--- config.mk ---
export PLATFORM = sky130hd
export DESIGN_NAME = rx_data_controller
export DESIGN_NICKNAME = d
export VERILOG_FILES = /design/src/rtl/aurora_pkg.sv /design/src/rtl/rx_data_controller.sv
export SDC_FILE = /design/constraint.sdc
export NUM_CORES = 1
export LEC_CHECK = 0
export BUFFER_PORTS_ARGS = -buffer_cell sky130_fd_sc_hd__buf_4
export CORE_ASPECT_RATIO = 0.9
export CORE_MARGIN = 3
export CORE_UTILIZATION = 30
export CTS_BUF_LIST = sky130_fd_sc_hd__clkbuf_4 sky130_fd_sc_hd__clkbuf_8 sky130_fd_sc_hd__clkbuf_16
export DETAILED_ROUTE_END_ITERATION = 16
export SLEW_MARGIN = 40
export SYNTH_ARGS = -nofsm -noshare
export SYNTH_HDL_FRONTEND = slang
export SYNTH_SLANG_ARGS = --single-unit
--- constraint.sdc ---
create_clock -name clk_data -period 3.5 [get_ports clk_data]
set_clock_uncertainty 0.2 [all_clocks]
set_input_delay 0.525 -clock clk_data [delete_from_list [all_inputs] [get_ports clk_data]]
set_output_delay 0.525 -clock clk_data [all_outputs]
set_load 0.1 [all_outputs]
--- src/rtl/aurora_pkg.sv ---
// Shared Aurora RX types: payload width, received symbol kinds, RX FSM states.
// Consumed by rx_data_controller.
package aurora_pkg;

  localparam int AXI_DATA_SIZE = 64;

  typedef enum logic [1:0] {
    IDLE = 2'd0,
    SCP  = 2'd1,
    DATA = 2'd2,
    ECP  = 2'd3
  } ordered_sets_e;

  typedef enum logic {
    WAIT_S  = 1'b0,
    FRAME_S = 1'b1
  } rx_state_e;

endpackage

--- src/rtl/rx_data_controller.sv ---
// Aurora RX framer: SCP/DATA/ECP symbols to an AXI-stream style word output.
// Optional RX_FRAME_CNT_EN adds a 16-bit completed-frame counter port.
module rx_data_controller
  import aurora_pkg::*;
(
  input  logic                     clk_data,
  input  logic                     rst_n,
  input  ordered_sets_e            ordered_sets,
  input  logic [AXI_DATA_SIZE-1:0] data_in,
  output logic                     axi_valid,
  output logic                     axi_last,
  output logic [AXI_DATA_SIZE-1:0] axi_data,
  output logic                     frame_error
`ifdef RX_FRAME_CNT_EN
  ,
  output logic [15:0]              frame_count
`endif
);

  rx_state_e                r_state;
  logic                     r_hold_valid;
  logic [AXI_DATA_SIZE-1:0] r_hold;

  // One word is held back until the next symbol tells us if it is last.
  always_ff @(posedge clk_data or negedge rst_n) begin
    if (!rst_n) begin
      r_state      <= WAIT_S;
      r_hold_valid <= 1'b0;
      r_hold       <= '0;
      axi_valid    <= 1'b0;
      axi_last     <= 1'b0;
      axi_data     <= '0;
      frame_error  <= 1'b0;
    end else begin
      axi_valid   <= 1'b0;
      axi_last    <= 1'b0;
      axi_data    <= '0;
      frame_error <= 1'b0;
      unique case (r_state)
        WAIT_S: begin
          unique case (ordered_sets)
            SCP: begin
              r_state      <= FRAME_S;
              r_hold_valid <= 1'b0;
            end
            DATA, ECP: frame_error <= 1'b1;
            IDLE: ;
          endcase
        end
        FRAME_S: begin
          unique case (ordered_sets)
            DATA: begin
              if (r_hold_valid) begin
                axi_valid <= 1'b1;
                axi_data  <= r_hold;
              end
              r_hold       <= data_in;
              r_hold_valid <= 1'b1;
            end
            ECP: begin
              if (r_hold_valid) begin
                axi_valid <= 1'b1;
                axi_last  <= 1'b1;
                axi_data  <= r_hold;
              end
              r_hold_valid <= 1'b0;
              r_state      <= WAIT_S;
            end
            SCP: begin
              frame_error  <= 1'b1;
              r_hold_valid <= 1'b0;
            end
            IDLE: ;
          endcase
        end
      endcase
    end
  end

`ifdef RX_FRAME_CNT_EN
  always_ff @(posedge clk_data or negedge rst_n) begin
    if (!rst_n) begin
      frame_count <= '0;
    end else if (axi_valid && axi_last) begin
      frame_count <= frame_count + 16'd1;
    end
  end
`endif

endmodule

After elaboration in Yosys (flattened, before gate mapping)
Cells that the tools add are included.
{"block": "classes", "mul": 0, "reduce_logical": 4, "addsub": 0, "n_mux": 16, "n_div": 0, "shifts": 0, "n_lt_le_gt_ge": 0, "bitwise_logic": 1, "n_eq_ne": 5}
{"cell": "$mux W64", "count": 3}
{"cell": "$mux W1", "count": 9}
{"cell": "$pmux W1 S2", "count": 4}
{"cell": "$eq A2 B2 Y1 const B", "count": 2}
{"cell": "$reduce_and A2 Y1", "count": 2}
{"cell": "$reduce_or A2 Y1", "count": 2}
{"cell": "$ne A3 B2 Y1 const B", "count": 1}
{"cell": "$eq A2 B1 Y1 const B", "count": 1}
{"cell": "$ne A2 B2 Y1 const B", "count": 1}
{"cell": "$not A1 Y1", "count": 1}
{"block": "totals", "latch_bits": 0, "in_bits": 68, "regBits": 133, "romBits": 0, "ramBits": 0, "n_memories": 0, "elab_cells": 33}

Logic depth before layout (Yosys ltp)
Gate-level depths: netlist of run 1.
{"block": "logic_depth", "word_depth": 4, "ltp_mapped": 4}

Worst setup path before layout of run 1
Ideal clock, no wire load.
{"block": "synth_path", "kind": "reg-to-output", "from": "register axi_data[0]", "to": "output port axi_data[0]", "t_required_ps": 2775, "t_arrival_ps": 883, "stages_incl_launch_ff": 1, "path_slack_ps": 1892, "cell_sequence": "dfrtp_1"}
{"item": "from (decl)", "line_no": "rx_data_controller.sv:12", "source": "output logic [AXI_DATA_SIZE-1:0] axi_data,"}
{"item": "from (signal assigned)", "line_no": "rx_data_controller.sv:55", "source": "axi_data <= r_hold;"}
{"item": "from (signal assigned)", "line_no": "rx_data_controller.sv:64", "source": "axi_data <= r_hold;"}
No word-level cell between the ends.

Worst setup path after layout of run 1
{"block": "layout_path", "from": "register r_state", "to": "register r_hold[0]"}
{"block": "layout_via", "elab_chain_len": 1}
{"item": "from (decl)", "line_no": "rx_data_controller.sv:20", "source": "rx_state_e r_state;"}
{"item": "from (signal assigned)", "line_no": "rx_data_controller.sv:27", "source": "r_state <= WAIT_S;"}
{"item": "from (signal assigned)", "line_no": "rx_data_controller.sv:43", "source": "r_state <= FRAME_S;"}
{"item": "from (signal assigned)", "line_no": "rx_data_controller.sv:67", "source": "r_state <= WAIT_S;"}
{"item": "$reduce_and A2 Y1 (no source line)"}
{"item": "to (signal assigned)", "line_no": "rx_data_controller.sv:57", "source": "r_hold <= data_in;"}
{"item": "to (decl)", "line_no": "rx_data_controller.sv:22", "source": "logic [AXI_DATA_SIZE-1:0] r_hold;"}
No other way between the ends.
A chain may end at the register's enable or synchronous reset.

==> impl_metrics.tcl, run 1 <==
set metrics [dict create \
    fp.dieH_um 127.4 \
    path_max_fanout 35 \
    cts_resized 0 \
    vias_per_cell 4.121 \
    fmax_mhz 526.5 \
    switchingPower_mw 1.113 \
    final_common_cell "buf_4" \
    syn_avg_cell_area_um2 17.11 \
    crit_arrival_ns 1.98 \
    grt_pass1_wl_um 15400 \
    synth-warning-count 0 \
    place.port_buffers 134 \
    ir_worst_vdd_mv 0.3099 \
    vias 2662 \
    intPower_mw 3.262 \
    hold_violations 0 \
    reg2regPathDepth 3 \
    totalWireLength_um 9599 \
    antennaDiodeCount 0 \
    cts_tree "done" \
    seqCellArea_um2 3328 \
    setup_viol 0 \
    grt_overflow 0 \
    pre_cts_slack_ns 1.402 \
    reg2reg_from "r_state" \
    post_cts_buffers 0 \
    rsz0062_at_grt "false" \
    first_pass_iters 4 \
    clockBufferDepth 2 \
    dp_hpwl_um 6226 \
    tightest_slew_ns 0.6417 \
    reg2reg_slack_ns 1.60 \
    crit_type "reg -> reg" \
    drive_above_1_share_pct 52.93 \
    nNetsFinal 499 \
    timing.rr.end "r_hold[0]" \
    finalWorstSetupSlack_ns 1.601 \
    synth_area_leaders "dfrtp_1 (68%), mux2_4 (18%), and2_1 (8.2%)" \
    max_cap_viol_count 0 \
    finalWeightedCongestion 0.6889 \
    netlist_area_um2 4911 \
    track_usage_pct 11.10 \
    drv_slew 0 \
    totalNegativeSetupSlack_ns 0 \
    period_share_pct 54.26 \
    fillers 1451 \
    core_um2 15710 \
    antenna_found_initial 0 \
    swShare_pct 25.44 \
    multi_input_area_um2 1414 \
    power_frac_comb_pct 16.5 \
    cp-end-kind "register" \
    die_area_um2 17940 \
    min_from "ordered_sets[0]" \
    grt_pass1_vias 2887 \
    hold_path.class "in -> reg" \
    yosysSeqAreaShare_pct 67.77 \
    syn_inst 287 \
    cts-root-buf "clkbuf_16" \
    p_clk_share_pct 41.7 \
    grt_max_degree 66 \
    htree_levels 4 \
    drt-initial-drc-count 126 \
    power_density_nw_per_um2 653.9 \
    start_util_pct 31.26 \
    synth-seq-cells 133 \
    cts_hold_buf 1 \
    outcome "finished clean" \
    tritoncts.num_buffers 17 \
    final_cell_mix "buf_4 (136), dfrtp_1 (133), and2_1 (64)" \
    hold_path_end "r_state" \
    critPathLaunchType "register" \
    synth_top_area_cell "dfrtp_1" \
    insertion_delay_ns 0.41 \
    die_w_um 140.9 \
    yosys.area.top_type_share_pct 67.77 \
    power.share.sequential_pct 41.8 \
    required_ns 3.59 \
    clock-sinks 133 \
    slew_headroom_pct 57.22 \
    rows 43 \
    ys_types 16 \
    fin_crit_ns 1.899 \
    ant_nets 0 \
    min_path_cells 2 \
    syn2layout_area_growth_pct 36.23 \
    drc 0 \
    clk_pin_slew_ns 0.06 \
    leakage_nw 3.517 \
    ios 135 \
    syn-num-nets 355 \
    wl_per_cell_um 14.86 \
]
[final cells by class]
type	instances	area share [%]
Clock buffer	26	8.023
Clock inverter	6	1.328
Inverter	2	0.1122
Multi-Input combinational cell	138	21.13
Sequential cell	133	49.75
Tap cell	202	3.778
Timing Repair Buffer	139	15.88
[synthesized netlist by cell type]
| master | n |
|---|---|
| buf_6 | 1 |
| dfrtp_1 | 133 |
| nand2_1 | 1 |
| inv_1 | 2 |
| and2_1 | 64 |
| buf_12 | 6 |
| mux2_4 | 60 |
| mux2i_1 | 1 |
| and3_2 | 1 |
| clkbuf_1 | 1 |
| a21oi_1 | 1 |
| o21ai_0 | 2 |
| mux2_2 | 4 |
| nor3_1 | 1 |
| nand3b_1 | 3 |
| clkbuf_2 | 6 |
[worst max-delay path, cell delays in order (launching register included)]
cell	delay [ns]
dfrtp_1	0.45
nand3b_1	0.15
buf_4	0.53
mux2_2	0.41
[state kept, by name, summed over array words and instances, names as in the netlist]
signal,flops
axi_last,1
axi_data,64
r_hold_valid,1
r_hold,64
frame_error,1
r_state,1
axi_valid,1
[worst max path at each step]
| stage | startpoint | to | slack (ns) |
|---|---|---|---|
| global placement | ordered_sets[1] | axi_data[18] | 1.46 |
| detailed placement | ordered_sets[1] | r_hold[0] | 1.40 |
| floorplan | axi_data[0] | axi_data[0] | 1.89 |
| finish | r_state | r_hold[0] | 1.60 |
| global route | r_state | r_hold[0] | 1.55 |
| CTS | r_state | r_hold[0] | 1.61 |
[layer usage]
| layer | up-vias | GRT usage (%) | wire (µm) | share of wire [%] |
|---|---|---|---|---|
| met1 | 1324 | 14.51 | 4227 | 44 |
| li1 | 1239 | - | - | - |
| met2 | 89 | 16.69 | 4561 | 48 |
| met5 | - | 0 | 0 | 0 |
| met4 | 0 | 3.932 | 135 | 1.4 |
| met3 | 10 | 4.603 | 674 | 7.0 |
[metrics by stage]
step           hold WS (ns)  instances  power (mW)  util, %  area (µm²)
5_1_grt              0.1231        646       4.561    42.59        6690
3_3_place_gp         0.2587        613       2.561    38.52        6051
4_1_cts              0.1136        646       4.430    42.59        6690
6_report             0.1358        646       4.375    42.59        6690
2_1_floorplan       0.02941        287       2.378        -        4911
3_5_place_dp         0.2669        613       2.581    38.54        6055
[power by group through the flow]
stage,Clock [mW],Sequential (mW),Combinational [mW]
final,1.82,1.83,0.721
after global routing,1.95,1.85,0.761
after CTS,1.87,1.83,0.733
after detailed placement,0,1.85,0.728
after global placement,0,1.85,0.714
after floorplan,0,2.07,0.306
[kinds of logic (layout without fill, tap and decap cells)]
family	after synthesis	after routing	synth area share [%]
multiplexers	65	65	19.46
buffers and inverters	16	173	3.516
flip-flops	133	133	67.77
AO/OA/AOI/OAI	3	3	0.3056
AND/OR/NAND/NOR	70	70	8.942
Note: power is estimated with default switching activity, not from simulation.
==> inputs of run 2 (changes only) <==
--- a/config.mk
+++ b/config.mk
@@ -5,6 +5,7 @@
 export SDC_FILE = /design/constraint.sdc
 export NUM_CORES = 1
 export LEC_CHECK = 0
+export ABC_AREA = 1
 export BUFFER_PORTS_ARGS = -buffer_cell sky130_fd_sc_hd__buf_4
 export CORE_ASPECT_RATIO = 0.9
 export CORE_MARGIN = 3
==> constraint.sdc (replaced) <==
create_clock -name clk_data -period 1.8 [get_ports clk_data]
set_clock_uncertainty 0.2 [all_clocks]
set_input_delay 0.27 -clock clk_data [delete_from_list [all_inputs] [get_ports clk_data]]
set_output_delay 0.27 -clock clk_data [all_outputs]
set_load 0.1 [all_outputs]
==> run 2 against run 1 <==
Against the previous run:
- routed wire length up 27%
- final cell count up 42%
- cell area up 12%
- clock power up 100%
- sequential power up 92%
- sequential share of layout area down 5.3 points
- critical path depth down 2
- total power up 92%
- setup slack worse by 1.3 ns
- synthesized cell count up 75%
- worst hold slack better by 0.0019 ns
- largest cell class unchanged
- highest routed layer unchanged
==> impl_metrics.tcl, run 2 <==
set metrics [dict create \
    netlist_area_um2 4917 \
    outcome "finished clean" \
    cp-end-kind "output pin" \
    pre_cts_slack_ns 0.4034 \
    met3_usage_pct 5.202 \
    grt_overflow 0 \
    drc 0 \
    track_usage_pct 14.42 \
    crit_arrival_ns 1.07 \
    yosysSeqAreaShare_pct 67.68 \
    tightest_slew_ns 0.4225 \
    fin_crit_ns 1.539 \
    totalNegativeSetupSlack_ns 0 \
    synthArstFlopShare_pct 100.0 \
    reg_top3 "axi_data x64, r_hold x64" \
    syn_avg_cell_area_um2 9.776 \
    hold_violations 0 \
    ant_nets 0 \
    hold_path.class "in -> async" \
    grt_use_met2_pct 23.23 \
    synth_commonest_cells "dfrtp_1 (133), nand2_1 (132), inv_1 (68)" \
    crit_buf_inv 1 \
    totalWireLength_um 12170 \
    vias_per_cell 4.344 \
    clock-sinks 133 \
    finalWeightedCongestion 0.7679 \
    required_ns 1.33 \
    power_density_nw_per_um2 1120 \
    die_w_um 141.0 \
    synth_area_leaders "dfrtp_1 (68%), nand2_1 (10%), nand4_1 (8.1%)" \
    vias 3979 \
    syn2layout_area_growth_pct 52.21 \
    antenna_found_initial 0 \
    path_delay_family "flip-flops" \
    cts-root-buf "clkbuf_16" \
    wl_per_cell_um 13.29 \
    final_cell_mix "buf_4 (145), nand2_1 (132), dfrtp_1 (132)" \
    synth_top_area_cell "dfrtp_1" \
    htree_levels 4 \
    cts_tree "done" \
    slew_headroom_pct 71.84 \
    first_pass_iters 4 \
    place.port_buffers 134 \
    fmax_mhz 649.7 \
    synth-edff-count 0 \
    syn-num-nets 571 \
    synth-main-ff-cell "dfrtp_1" \
    grt-busiest-layer "met2" \
    fp.dieH_um 127.5 \
    rsz0062_at_grt "false" \
    grt_util_met1_pct 17.61 \
    core_um2 15710 \
    die_area_um2 17960 \
    clockBufferDepth 2 \
    ios 135 \
    finalWorstSetupSlack_ns 0.2609 \
    grt_max_degree 55 \
    insertion_delay_ns 0.41 \
    synth-seq-cells 133 \
    crit_type "reg -> out" \
    path_cells "buf_4" \
    antennaDiodeCount 0 \
    yosys.area.top_type_share_pct 67.68 \
    ir_worst_vdd_mv 0.5910 \
    tritoncts.num_buffers 17 \
    grt_pass1_vias 4198 \
    post_cts_buffers 0 \
    leakage_nw 4.036 \
    dp_hpwl_um 7980 \
    setup_viol 0 \
    nNetsFinal 770 \
    syn_inst 503 \
    synth.most_common_cell "dfrtp_1" \
    ys_types 10 \
    rows 43 \
    drive_above_1_share_pct 25.77 \
    critPathLaunchType "register" \
    slowest_delay_ns 0.36 \
    grt_pass1_wl_um 20310 \
    reg2reg_from "r_state" \
    synth-warning-count 0 \
    clk_pin_slew_ns 0.06 \
    path_max_fanout 1 \
    reg2regPathDepth 4 \
    crit_slowest_cell "dfrtp_1" \
    max_cap_viol_count 0 \
    final_common_cell "buf_4" \
    timing.rr.end "r_hold[14]" \
    drt-initial-drc-count 252 \
    reg2reg_slack_ns 0.41 \
    start_util_pct 31.30 \
    period_share_pct 85.51 \
    drv_slew 0 \
]
[run 2: cell count changes after synthesis, sizes merged, moves of 3 or more]
cell,change
nand4,+64
nand3,+3
and2,-64
nand2,+131
nand3b,-3
inv,+66
buf,+21
mux2,-64
nor2,+65
[run 2: layout make-up]
type / count / area [µm²]
fill: 1462 / 8225
sequential: 133 / 3329
timing repair buffer: 216 / 1831
multi-input combinational: 266 / 1175
clock buffer: 23 / 495.5
inverter: 68 / 255.2
tap: 202 / 252.7
clock inverter: 8 / 146.4
[run 2: cell families (layout without fill, tap and decap cells)]
logic type      count (synthesis)  count (layout)  synth area share, %
simple gates                  264             264                23.49
compound gates                  2               2               0.2036
buf+inv                       104             315                8.626
flops                         133             133                67.68
[run 2: how the worst max path moves through the flow]
stage / from / to / slack [ns] / cells past startpoint
2_1_floorplan: axi_data[0] / axi_data[0] / 0.45 / 0
3_3_place_gp: ordered_sets[1] / r_hold[13] / 0.46 / 5
3_5_place_dp: r_state / r_hold[25] / 0.40 / 4
4_1_cts: axi_data[53] / axi_data[53] / 0.25 / 1
5_1_grt: ordered_sets[1] / r_hold[61] / 0.17 / 6
6_report: axi_data[10] / axi_data[10] / 0.26 / 1
[run 2: stage by stage]
stage	utilization [%]	total power, mW	cell area (µm²)	hold WS, ns	instances
global route	47.64	8.812	7485	0.1498	916
floorplan	-	4.217	4917	-0.2256	503
detailed placement	39.29	4.627	6172	0.01287	818
CTS	47.64	8.461	7485	0.1408	916
global placement	39.29	4.593	6172	-0.0003502	818
finish	47.64	8.381	7485	0.1377	916
[run 2: power breakdown]
group,switching (mW),internal (mW),total [mW]
clock,1.21,2.48,3.69
combinational,0.746,0.437,1.18
sequential,0.177,3.33,3.51
total,2.13,6.25,8.38
[run 2: per-layer routing]
| metal | routed length [µm] | share of wire [%] |
|---|---|---|
| met5 | 0 | 0 |
| met4 | 243 | 2.0 |
| met3 | 924 | 7.6 |
| met2 | 5782 | 48 |
| met1 | 5221 | 43 |
[run 2: repair_timing]
item                                   in CTS  in global routing
hold buffers                               67                  0
gates resized for setup                     0                  0
endpoints found under the hold margin     199                  0
